**src/rtl/servo_pkg.sv**
```systemverilog
// rtl/servo_pkg.sv - shared constants, width type and FSM states for the servo slew controller
package servo_pkg;

   localparam int SERVO_MIN_US    = 1000;
   localparam int SERVO_MAX_US    = 2000;
   localparam int SERVO_CENTER_US = 1500;

   typedef logic [15:0] width_t;

   typedef enum logic {
      IDLE = 1'b0,
      SCAN = 1'b1
   } state_t;

endpackage

```
**src/rtl/servo_slew_ctrl_if.sv**
```systemverilog
// rtl/servo_slew_ctrl_if.sv - command handshake bundle for the servo slew controller
interface servo_slew_ctrl_if;
   import servo_pkg::*;

   logic       cmd_valid;
   logic       cmd_ready;
   logic [2:0] cmd_ch;
   width_t     cmd_width;
   logic       cmd_err;

   modport master (
      output cmd_valid, cmd_ch, cmd_width,
      input  cmd_ready, cmd_err
   );

   modport slave (
      input  cmd_valid, cmd_ch, cmd_width,
      output cmd_ready, cmd_err
   );

endinterface

```
**src/rtl/servo_step_unit.sv**
```systemverilog
// rtl/servo_step_unit.sv - one slew step of a width toward its target, never overshooting
module servo_step_unit
   import servo_pkg::*;
#(
   parameter int STEP_US = 10
) (
   input  width_t cur,
   input  width_t tgt,
   output width_t nxt
);

   logic [16:0] cur_x;
   logic [16:0] tgt_x;
   logic [16:0] step_x;
   logic [16:0] diff;

   assign cur_x  = {1'b0, cur};
   assign tgt_x  = {1'b0, tgt};
   assign step_x = 17'(STEP_US);

   // Distance is checked before stepping, so the 17-bit result cannot wrap
   always_comb begin
      nxt  = cur;
      diff = '0;
      if (cur_x < tgt_x) begin
         diff = tgt_x - cur_x;
         nxt  = (diff > step_x) ? width_t'(cur_x + step_x) : tgt;
      end else if (cur_x > tgt_x) begin
         diff = cur_x - tgt_x;
         nxt  = (diff > step_x) ? width_t'(cur_x - step_x) : tgt;
      end
   end

endmodule

```
**src/rtl/servo_slew_ctrl.sv**
```systemverilog
// rtl/servo_slew_ctrl.sv - multi-channel servo width slew limiter; SERVO_SLEW_CLAMP_EN clamps out-of-range commands
module servo_slew_ctrl
   import servo_pkg::*;
#(
   parameter int NUM_CH    = 5,
   parameter int STEP_US   = 10,
   parameter int MIN_US    = SERVO_MIN_US,
   parameter int MAX_US    = SERVO_MAX_US,
   parameter int CENTER_US = SERVO_CENTER_US
) (
   input  logic                     clk,
   input  logic                     rst,
   input  logic                     tick,
   servo_slew_ctrl_if.slave         cmd,
   output logic [NUM_CH-1:0][15:0]  width_us,
   output logic [NUM_CH-1:0]        settled,
   output logic                     busy
);

   localparam int IDX_W = (NUM_CH > 1) ? $clog2(NUM_CH) : 1;

   state_t             state_q, state_d;
   logic [IDX_W-1:0]   idx_q, idx_d;
   width_t             cur_q [NUM_CH];
   width_t             cur_d [NUM_CH];
   width_t             tgt_q [NUM_CH];
   width_t             tgt_d [NUM_CH];
   logic [NUM_CH-1:0]  settled_q, settled_d;
   logic               err_q, err_d;

   logic               accept;
   logic               ch_ok;
   logic               width_ok;
   width_t             wr_val;
   width_t             step_cur;
   width_t             step_tgt;
   width_t             step_nxt;

   servo_step_unit #(.STEP_US(STEP_US)) u_step (
      .cur (step_cur),
      .tgt (step_tgt),
      .nxt (step_nxt)
   );

   // Select the channel being scanned for the shared step unit
   always_comb begin
      step_cur = cur_q[0];
      step_tgt = tgt_q[0];
      for (int i = 0; i < NUM_CH; i++) begin
         if (int'(idx_q) == i) begin
            step_cur = cur_q[i];
            step_tgt = tgt_q[i];
         end
      end
   end

   // Command legality: channel range, then width range (clamped or rejected)
   always_comb begin
      accept = cmd.cmd_valid && (state_q == IDLE);
      ch_ok  = int'(cmd.cmd_ch) < NUM_CH;
`ifdef SERVO_SLEW_CLAMP_EN
      width_ok = 1'b1;
      if (17'(cmd.cmd_width) < 17'(MIN_US))
         wr_val = width_t'(MIN_US);
      else if (17'(cmd.cmd_width) > 17'(MAX_US))
         wr_val = width_t'(MAX_US);
      else
         wr_val = cmd.cmd_width;
`else
      width_ok = (17'(cmd.cmd_width) >= 17'(MIN_US)) && (17'(cmd.cmd_width) <= 17'(MAX_US));
      wr_val   = cmd.cmd_width;
`endif
   end

   // Next-state, target writes and per-cycle channel update
   always_comb begin
      state_d = state_q;
      idx_d   = idx_q;
      cur_d   = cur_q;
      tgt_d   = tgt_q;
      err_d   = 1'b0;

      if (accept) begin
         if (ch_ok && width_ok) begin
            for (int i = 0; i < NUM_CH; i++) begin
               if (int'(cmd.cmd_ch) == i)
                  tgt_d[i] = wr_val;
            end
         end else begin
            err_d = 1'b1;
         end
      end

      case (state_q)
         IDLE: begin
            if (tick) begin
               state_d = SCAN;
               idx_d   = '0;
            end
         end
         SCAN: begin
            for (int i = 0; i < NUM_CH; i++) begin
               if (int'(idx_q) == i)
                  cur_d[i] = step_nxt;
            end
            if (int'(idx_q) == NUM_CH - 1) begin
               state_d = IDLE;
               idx_d   = '0;
            end else begin
               idx_d = idx_q + 1'b1;
            end
         end
         default: begin
            state_d = IDLE;
            idx_d   = '0;
         end
      endcase

      for (int i = 0; i < NUM_CH; i++)
         settled_d[i] = (cur_q[i] == tgt_q[i]);
   end

   // State registers; reset recentres every channel and aborts any scan
   always_ff @(posedge clk or posedge rst) begin
      if (rst) begin
         state_q   <= IDLE;
         idx_q     <= '0;
         settled_q <= '1;
         err_q     <= 1'b0;
         for (int i = 0; i < NUM_CH; i++) begin
            cur_q[i] <= width_t'(CENTER_US);
            tgt_q[i] <= width_t'(CENTER_US);
         end
      end else begin
         state_q   <= state_d;
         idx_q     <= idx_d;
         settled_q <= settled_d;
         err_q     <= err_d;
         cur_q     <= cur_d;
         tgt_q     <= tgt_d;
      end
   end

   // Output drive
   always_comb begin
      width_us = '0;
      for (int i = 0; i < NUM_CH; i++)
         width_us[i] = cur_q[i];
   end

   assign settled       = settled_q;
   assign busy          = (state_q == SCAN);
   assign cmd.cmd_ready = (state_q == IDLE);
   assign cmd.cmd_err   = err_q;

endmodule

```
**src/flat_wrapper.sv**
```systemverilog
// flat-port wrapper written by rule: the top's interface ports become plain ports
module servo_slew_ctrl_flat import servo_pkg::*;
#(
   parameter int NUM_CH    = 5,
   parameter int STEP_US   = 10,
   parameter int MIN_US    = SERVO_MIN_US,
   parameter int MAX_US    = SERVO_MAX_US,
   parameter int CENTER_US = SERVO_CENTER_US
)
  (clk, rst, tick, width_us, settled, busy, cmd_cmd_valid, cmd_cmd_ch, cmd_cmd_width, cmd_cmd_ready, cmd_cmd_err);
  servo_slew_ctrl_if cmd_i ();
  input  logic clk;
  input  logic rst;
  input  logic tick;
  output logic [NUM_CH-1:0][15:0] width_us;
  output logic [NUM_CH-1:0] settled;
  output logic busy;
  input wire logic [$bits(cmd_i.cmd_valid)-1:0] cmd_cmd_valid;
  input wire logic [$bits(cmd_i.cmd_ch)-1:0] cmd_cmd_ch;
  input wire logic [$bits(cmd_i.cmd_width)-1:0] cmd_cmd_width;
  output wire logic [$bits(cmd_i.cmd_ready)-1:0] cmd_cmd_ready;
  output wire logic [$bits(cmd_i.cmd_err)-1:0] cmd_cmd_err;
  assign cmd_i.cmd_valid = cmd_cmd_valid;
  assign cmd_i.cmd_ch = cmd_cmd_ch;
  assign cmd_i.cmd_width = cmd_cmd_width;
  assign cmd_cmd_ready = cmd_i.cmd_ready;
  assign cmd_cmd_err = cmd_i.cmd_err;
  servo_slew_ctrl #(.NUM_CH(NUM_CH), .STEP_US(STEP_US), .MIN_US(MIN_US), .MAX_US(MAX_US), .CENTER_US(CENTER_US)) u_core (.clk(clk), .rst(rst), .tick(tick), .cmd(cmd_i), .width_us(width_us), .settled(settled), .busy(busy));
endmodule
```
**config.mk**
```make
export PLATFORM = sky130hd
export DESIGN_NAME = servo_slew_ctrl_flat
export DESIGN_NICKNAME = d
export VERILOG_FILES = /design/src/rtl/servo_pkg.sv /design/src/rtl/servo_slew_ctrl_if.sv /design/src/rtl/servo_step_unit.sv /design/src/rtl/servo_slew_ctrl.sv /design/src/flat_wrapper.sv
export SDC_FILE = /design/constraint.sdc
export NUM_CORES = 1
export LEC_CHECK = 0
export BUFFER_PORTS_ARGS = -buffer_cell sky130_fd_sc_hd__buf_2
export CORE_ASPECT_RATIO = 0.9
export CORE_MARGIN = 4
export CORE_UTILIZATION = 55
export CTS_BUF_LIST = sky130_fd_sc_hd__clkbuf_8
export CTS_CLUSTER_DIAMETER = 200
export CTS_CLUSTER_SIZE = 24
export DETAILED_ROUTE_END_ITERATION = 10
export PLACE_DENSITY = 0.75
export SLEW_MARGIN = 20
export SYNTH_ARGS = -nofsm -noshare
export SYNTH_HDL_FRONTEND = slang
export SYNTH_SLANG_ARGS = --single-unit
export TNS_END_PERCENT = 10
```
**constraint.sdc**
```tcl
create_clock -name clk -period 6.3 [get_ports clk]
set_input_delay 0.315 -clock clk [delete_from_list [all_inputs] [get_ports clk]]
set_output_delay 0.315 -clock clk [all_outputs]
set_load 0.005 [all_outputs]
```
==> qor.txt, run 1 <==
Synth top area share = 20.2%
Fillers = 1766
Ant. Diodes = 0
Post-Place Setup Slack = 0.185 ns
share of cells above drive strength 1 = 28.0%
RSZ-0062 raised after global routing = false
Final Hold Slack = -0.0102 ns
setup TNS = 0 ns
failing checks = hold timing
Crit path required time = 6.63 ns
DR pass1 iterations = 6
DIE AREA = 23800 um2
yosys warns = 0
Util after Layout = 64.0%
worst endpoint data arrival time = 6.48 ns
Die Y = 147 um
Yosys top cell by area = dfrtp_1
Area Overhead vs Synth = 13.8%
Post-DP HPWL = 31200 um
Setup violations, final = 0
crit end category = flip-flop
I/O pins = 111
Syn Nets = 1361
first-pass GRT wire length = 63000 um
Main synth FF type = dfrtp_1
Max-Slew Margin vs Limit = 31.2%
Final Worst Setup Slack = 0.156 ns
clk_skew = 0.0277 ns
Total GRT Usage = 34.2%
# rows = 50
Post-CTS Setup Bufs = 0
kind of critical path = flip-flop to flip-flop
Tcrit/Tclk final = 97.5%
WL final = 41000 um
outcome = finished with violations
Synth Cell Area = 11800 um2
CTS tree = done
Critical Path Start Type = flip-flop
Synth Area per Inst = 9.07 um2
CP max FO = 9
Initial Util = 56.3%
measured slew at the worst slew-check pin = 1.03 ns
Hold Crit Class = input port to async pin
initial drt markers = 1423
Port Buf Inserts = 110
largest cells by area after synthesis = dfrtp_1, dfstp_2, xnor2_1, mux2_2, nand2_1
DR vias/cell = 6.42
# DRC = 0
vias in the first global route = 10300
DRT antenna net count = 0
Final min period = 6.14 ns
via count = 11100
largest net degree at the start of global routing = 98
core area = 21000 um2
synth unique cells = 90
Worst-Skew Late Latency = 0.48 ns
Die Span X = 162 um
ys async rst share = 100%
clock buffer depth = 2
final hold violations = 4
number of synthesized flops with an enable pin = 0
root buf cell = clkbuf_8
Clock Sinks = 170
GPL Wtd Cong = 1.05
MaxCap Viol Count = 0
synth cell count leaders = nand2_1, xnor2_1, dfrtp_1
most instantiated library cell after synthesis = nand2_1
H-Tree Level Count = 4
Reg clk slew, reported paths = 0.12 ns
antenna violations before repair = 0
Layout Nets = 1485
WL/cell = 23.8 um
grt ovf = 0
#FFs+latches synth = 170
Seq/Total Area, Yosys = 36.9%
cts bufs inserted = 17
maximum clock rate = 0.163 GHz
Final Slew Violations = 0
Syn Inst Count = 1300
## worst paths after layout
path	start	endpoint	slack [ns]	cells after the start
setup / recovery	u_core.idx_q[1]	u_core.width_us[29]	0.16	23
hold / removal	rst	u_core.width_us[47]	-0.01	2
setup reg to reg	u_core.idx_q[1]	u_core.width_us[29]	0.16	23
hold reg to reg	u_core.width_us[67]	u_core.width_us[67]	0.50	2
max in group asynchronous	rst	u_core.width_us[48]	4.82	3
min in group clk	tick	u_core.idx_q[1]	0.07	2
## cell families (layout without fill, tap and decap cells)
family	count (synthesis)	in the layout	share of synthesized area [%]
fa+ha+maj	39	39	4.24
xor+xnor	111	111	8.24
buf+inv	120	257	4.21
flops	170	170	36.9
mux	115	115	10.7
simple gates	406	406	17.3
compound gates	339	339	18.5
## placed cells by master, fill, tap and decap left out, types with 8 or more instances in the layout
cell type  netlist  final
nor2b_1         13     11
nor4_1          12     12
nor2_1          74     74
dfstp_2         75     75
a21o_1          12     12
o21ai_1         47     48
o21ai_0         71     70
buf_2           10    110
a31oi_1         13     13
a21oi_1         92     91
nand4_1         27     27
nand3_1         30     29
ha_1            36     34
buf_4            2     67
inv_1           41     40
o211ai_1        18     18
nand2_1        142    140
mux2_2          62     62
dfrtp_1         95     95
or3_1            8      8
mux2i_1         50     48
and2_1          25     25
xnor2_1        106    106
and3_1          11     11
nor3_1          18     16
clkbuf_8         0     17
nand2b_1        13     13
## flip-flops by register name, summed over array words and instances, names as in the netlist
name,cells
u_core.tgt_q,80
u_core.width_us,80
u_core.settled,5
u_core.idx_q,3
u_core.busy,1
u_core.cmd.cmd_err,1
## layout make-up
class	count	area, um2	share of cell area (%)
multi-input combinational	1010	7030	52.4
tap	286	358	2.67
clock buffer	17	234	1.74
clock inverter	15	193	1.44
sequential	170	4350	32.4
inverter	47	184	1.37
timing repair buffer	178	1070	8.00
## through the flow
step,instances,instance area [um2],hold WS [ns]
after floorplan,1300,11800,0.401
after global placement,1691,12900,0.482
after detailed placement,1691,12900,0.487
after CTS,1723,13400,0.0223
after global routing,1723,13400,0.0382
final,1723,13400,-0.0102
## worst max-delay path: stages, from the launching register on
cell,delay [ns]
dfrtp_1,0.42
inv_1,0.11
ha_1,0.25
buf_4,0.19
nand2b_1,0.23
mux2i_1,0.24
a211oi_1,0.59
a21o_1,0.14
mux2i_1,0.10
buf_4,0.22
ha_1,0.42
a21oi_1,0.12
o21ai_1,0.35
a21oi_1,0.12
o21bai_1,0.22
nand3_1,0.10
a21oi_1,0.28
mux2i_1,0.16
nor4_2,0.39
nand4_4,0.28
buf_4,0.30
mux2i_1,0.14
a32oi_2,0.47
o21ai_1,0.15
## metal layers
layer	track usage (%)	routed length (um)	vias up
met1	52.6	17800	5363
met3	6.31	4530	97
li1	-	-	4901
met5	0	0	-
met4	10.8	1300	0
met2	48.6	17400	698
## timing repair
item                       in CTS  in global routing
resized for setup               0                 10
hold buffers                    0                  0
setup endpoints to repair       0                 52
Power of run 1 is left out: the tool's default activity adds up to more than one toggle a clock period on the data nets, which glitch-free logic cannot reach.
==> inputs of run 2 (changes only) <==
Settings changed: PLACE_DENSITY 0.75 to not set, PLACE_DENSITY_LB_ADDON set to 0.08.
==> run 2 against run 1 <==
  * The flow still finishes with violations (hold timing)
  * Sequential share of layout area about the same
  * First-iteration DRC count shrank 26%
  * Register-to-register slack improved by 0.14 ns
  * Count of clock-buffer cells in the layout is 2 higher
  * Die area unchanged
  * Maximum frequency rose by 2.4%
  * Utilization is essentially flat
  * Cell count grew 0.17%
  * Via count fell by 2.7%
  * Critical path depth is 2 lower
  * Wire length up 1.5%
  * Clock skew is 0.0091 ns lower
  * Largest cell class unchanged
==> qor.txt, run 2 (synthesis results as in run 1) <==
core area = 21000 um2 (unchanged)
Hold Crit Class = input port to async pin (unchanged)
Final min period = 6.00 ns (was 6.14 ns)
worst reg-to-reg setup slack = 0.30 ns (was 0.16 ns)
Total GRT Usage = 34.6% (was 34.2%)
RSZ-0062 raised after global routing = false (unchanged)
MaxCap Viol Count = 0 (unchanged)
Final Hold Slack = -0.0151 ns (was -0.0102 ns)
# DRC = 0 (unchanged)
worst endpoint data arrival time = 6.37 ns (was 6.48 ns)
DIE AREA = 23800 um2 (unchanged)
Setup violations, final = 0 (unchanged)
Tcrit/Tclk final = 95.3% (was 97.5%)
Worst-Skew Late Latency = 0.47 ns (was 0.48 ns)
DRT antenna net count = 0 (unchanged)
Max-Slew Margin vs Limit = 27.9% (was 31.2%)
Post-DP HPWL = 32100 um (was 31200 um)
Critical Path Start Type = flip-flop (unchanged)
grt ovf = 0 (unchanged)
outcome = finished with violations (unchanged)
most common library cell in the layout ignoring fill and taps = nand2_1 (unchanged)
first-pass GRT wire length = 63200 um (was 63000 um)
I/O pins = 111 (unchanged)
cts bufs inserted = 17 (unchanged)
setup TNS = 0 ns (unchanged)
WL/cell = 24.1 um (was 23.8 um)
WP buf/inv = 4 (unchanged)
clock buffer depth = 2 (unchanged)
DP Area = 12900 um2 (about the same)
max incr delay on CP = 0.59 ns (about the same)
vias in the first global route = 10200 (was 10300)
share of cells above drive strength 1 = 28.2% (was 28.0%)
clk_skew = 0.0186 ns (was 0.0277 ns)
CP max stage cell = o311ai_0 (was a211oi_1)
DR vias/cell = 6.23 (was 6.42)
via count = 10800 (was 11100)
Cell Chain, Critical Path = inv_1 > ha_2 > nor2b_2 > buf_4 > a211oi_1 > o311ai_0 > o21ai_0 > ha_1 > buf_4 > nand2_1 > nor2_1 > and3_1 > a2111oi_0 > nor2_1 > mux2i_1 > nor4_2 > nand4_4 > buf_4 > mux2_2 > mux2i_2 > o21ai_1 (was inv_1 > ha_1 > buf_4 > nand2b_1 > mux2i_1 > a211oi_1 > a21o_1 > mux2i_1 > buf_4 > ha_1 > a21oi_1 > o21ai_1 > a21oi_1 > o21bai_1 > nand3_1 > a21oi_1 > mux2i_1 > nor4_2 > nand4_4 > buf_4 > mux2i_1 > a32oi_2 > o21ai_1)
root buf cell = clkbuf_8 (unchanged)
failing checks = hold timing (unchanged)
Die Span X = 162 um (unchanged)
final hold violations = 2 (was 4)
Reg clk slew, reported paths = 0.09 ns (was 0.12 ns)
Crit path top cell by count = buf_4 (was mux2i_1)
CTS tree = done (unchanged)
most frequent cells in the layout = nand2_1, buf_2, xnor2_1 (unchanged)
# rows = 50 (unchanged)
Clock Sinks = 170 (unchanged)
WL final = 41600 um (was 41000 um)
GPL Wtd Cong = 0.959 (was 1.05)
Area Overhead vs Synth = 13.7% (was 13.8%)
delay-heaviest family, CP = simple AND/OR/NAND/NOR gates (was compound AO/OA/AOI/OAI gates)
antenna violations before repair = 0 (unchanged)
Initial Util = 56.3% (unchanged)
Final Instance Area = 13400 um2 (about the same)
initial drt markers = 1060 (was 1423)
FF-to-FF path depth = 21 (was 23)
Util after Layout = 64.0% (about the same)
DR pass1 iterations = 5 (was 6)
measured slew at the worst slew-check pin = 1.08 ns (was 1.03 ns)
worst r2r src = u_core.idx_q[0] (was u_core.idx_q[1])
Crit path required time = 6.66 ns (was 6.63 ns)
CP max FO = 11 (was 9)
kind of critical path = flip-flop to flip-flop (unchanged)
largest net degree at the start of global routing = 116 (was 98)
Port Buf Inserts = 110 (unchanged)
Layout Nets = 1487 (was 1485)
Final Slew Violations = 0 (unchanged)
Die Y = 147 um (unchanged)
maximum clock rate = 0.167 GHz (was 0.163 GHz)
crit end category = flip-flop (unchanged)
H-Tree Level Count = 4 (unchanged)
reg2reg end = u_core.width_us[51] (was u_core.width_us[29])
## run 2: routing by layer
metal / up-vias / part of all wire, % / GRT usage [%]
met4: 0 / 4.1 / 14.0
met3: 84 / 6.8 / 4.74
li1: 4904 / - / -
met5: - / 0 / 0
met1: 5272 / 43 / 48.2
met2: 499 / 47 / 54.6
## run 2: worst max path at each step
stage	start	endpoint	slack, ns	cells past startpoint
final	u_core.idx_q[0]	u_core.width_us[51]	0.30	21
after CTS	u_core.idx_q[1]	u_core.width_us[75]	0.13	25
after global routing	u_core.idx_q[1]	u_core.width_us[51]	0.001	25
after floorplan	u_core.idx_q[2]	u_core.width_us[26]	0.55	25
after global placement	u_core.idx_q[1]	u_core.width_us[68]	0.24	25
after detailed placement	u_core.idx_q[1]	u_core.width_us[36]	0.04	25
## run 2: final cells by class
| cell class | count | area (um2) |
|---|---|---|
| fillers | 1830 | 7550 |
| multi-input cells | 1010 | 7010 |
| flip-flops and latches | 170 | 4350 |
| repair buffers | 180 | 1090 |
| well taps | 286 | 358 |
| clock buffers | 19 | 262 |
| inverters | 47 | 186 |
| clock inverters | 13 | 155 |
| diodes | 1 | 2.50 |
## run 2: stage by stage
step,std cells,worst slack [ns],hold slack [ns]
2_1_floorplan,1300,0.552,0.401
3_3_place_gp,1685,0.241,0.483
3_5_place_dp,1685,0.0384,0.486
4_1_cts,1717,0.126,0.0114
5_1_grt,1725,0.00122,0.0196
6_report,1726,0.297,-0.0151
## run 2: timing repair
item,4_1_cts,5_1_grt
gates resized for setup,1,12
setup buffers,0,8
pin swaps,0,3
gates cloned,0,0
hold buffers,0,0
setup endpoints to repair,1,80
Power of run 2 is left out for the same reason.
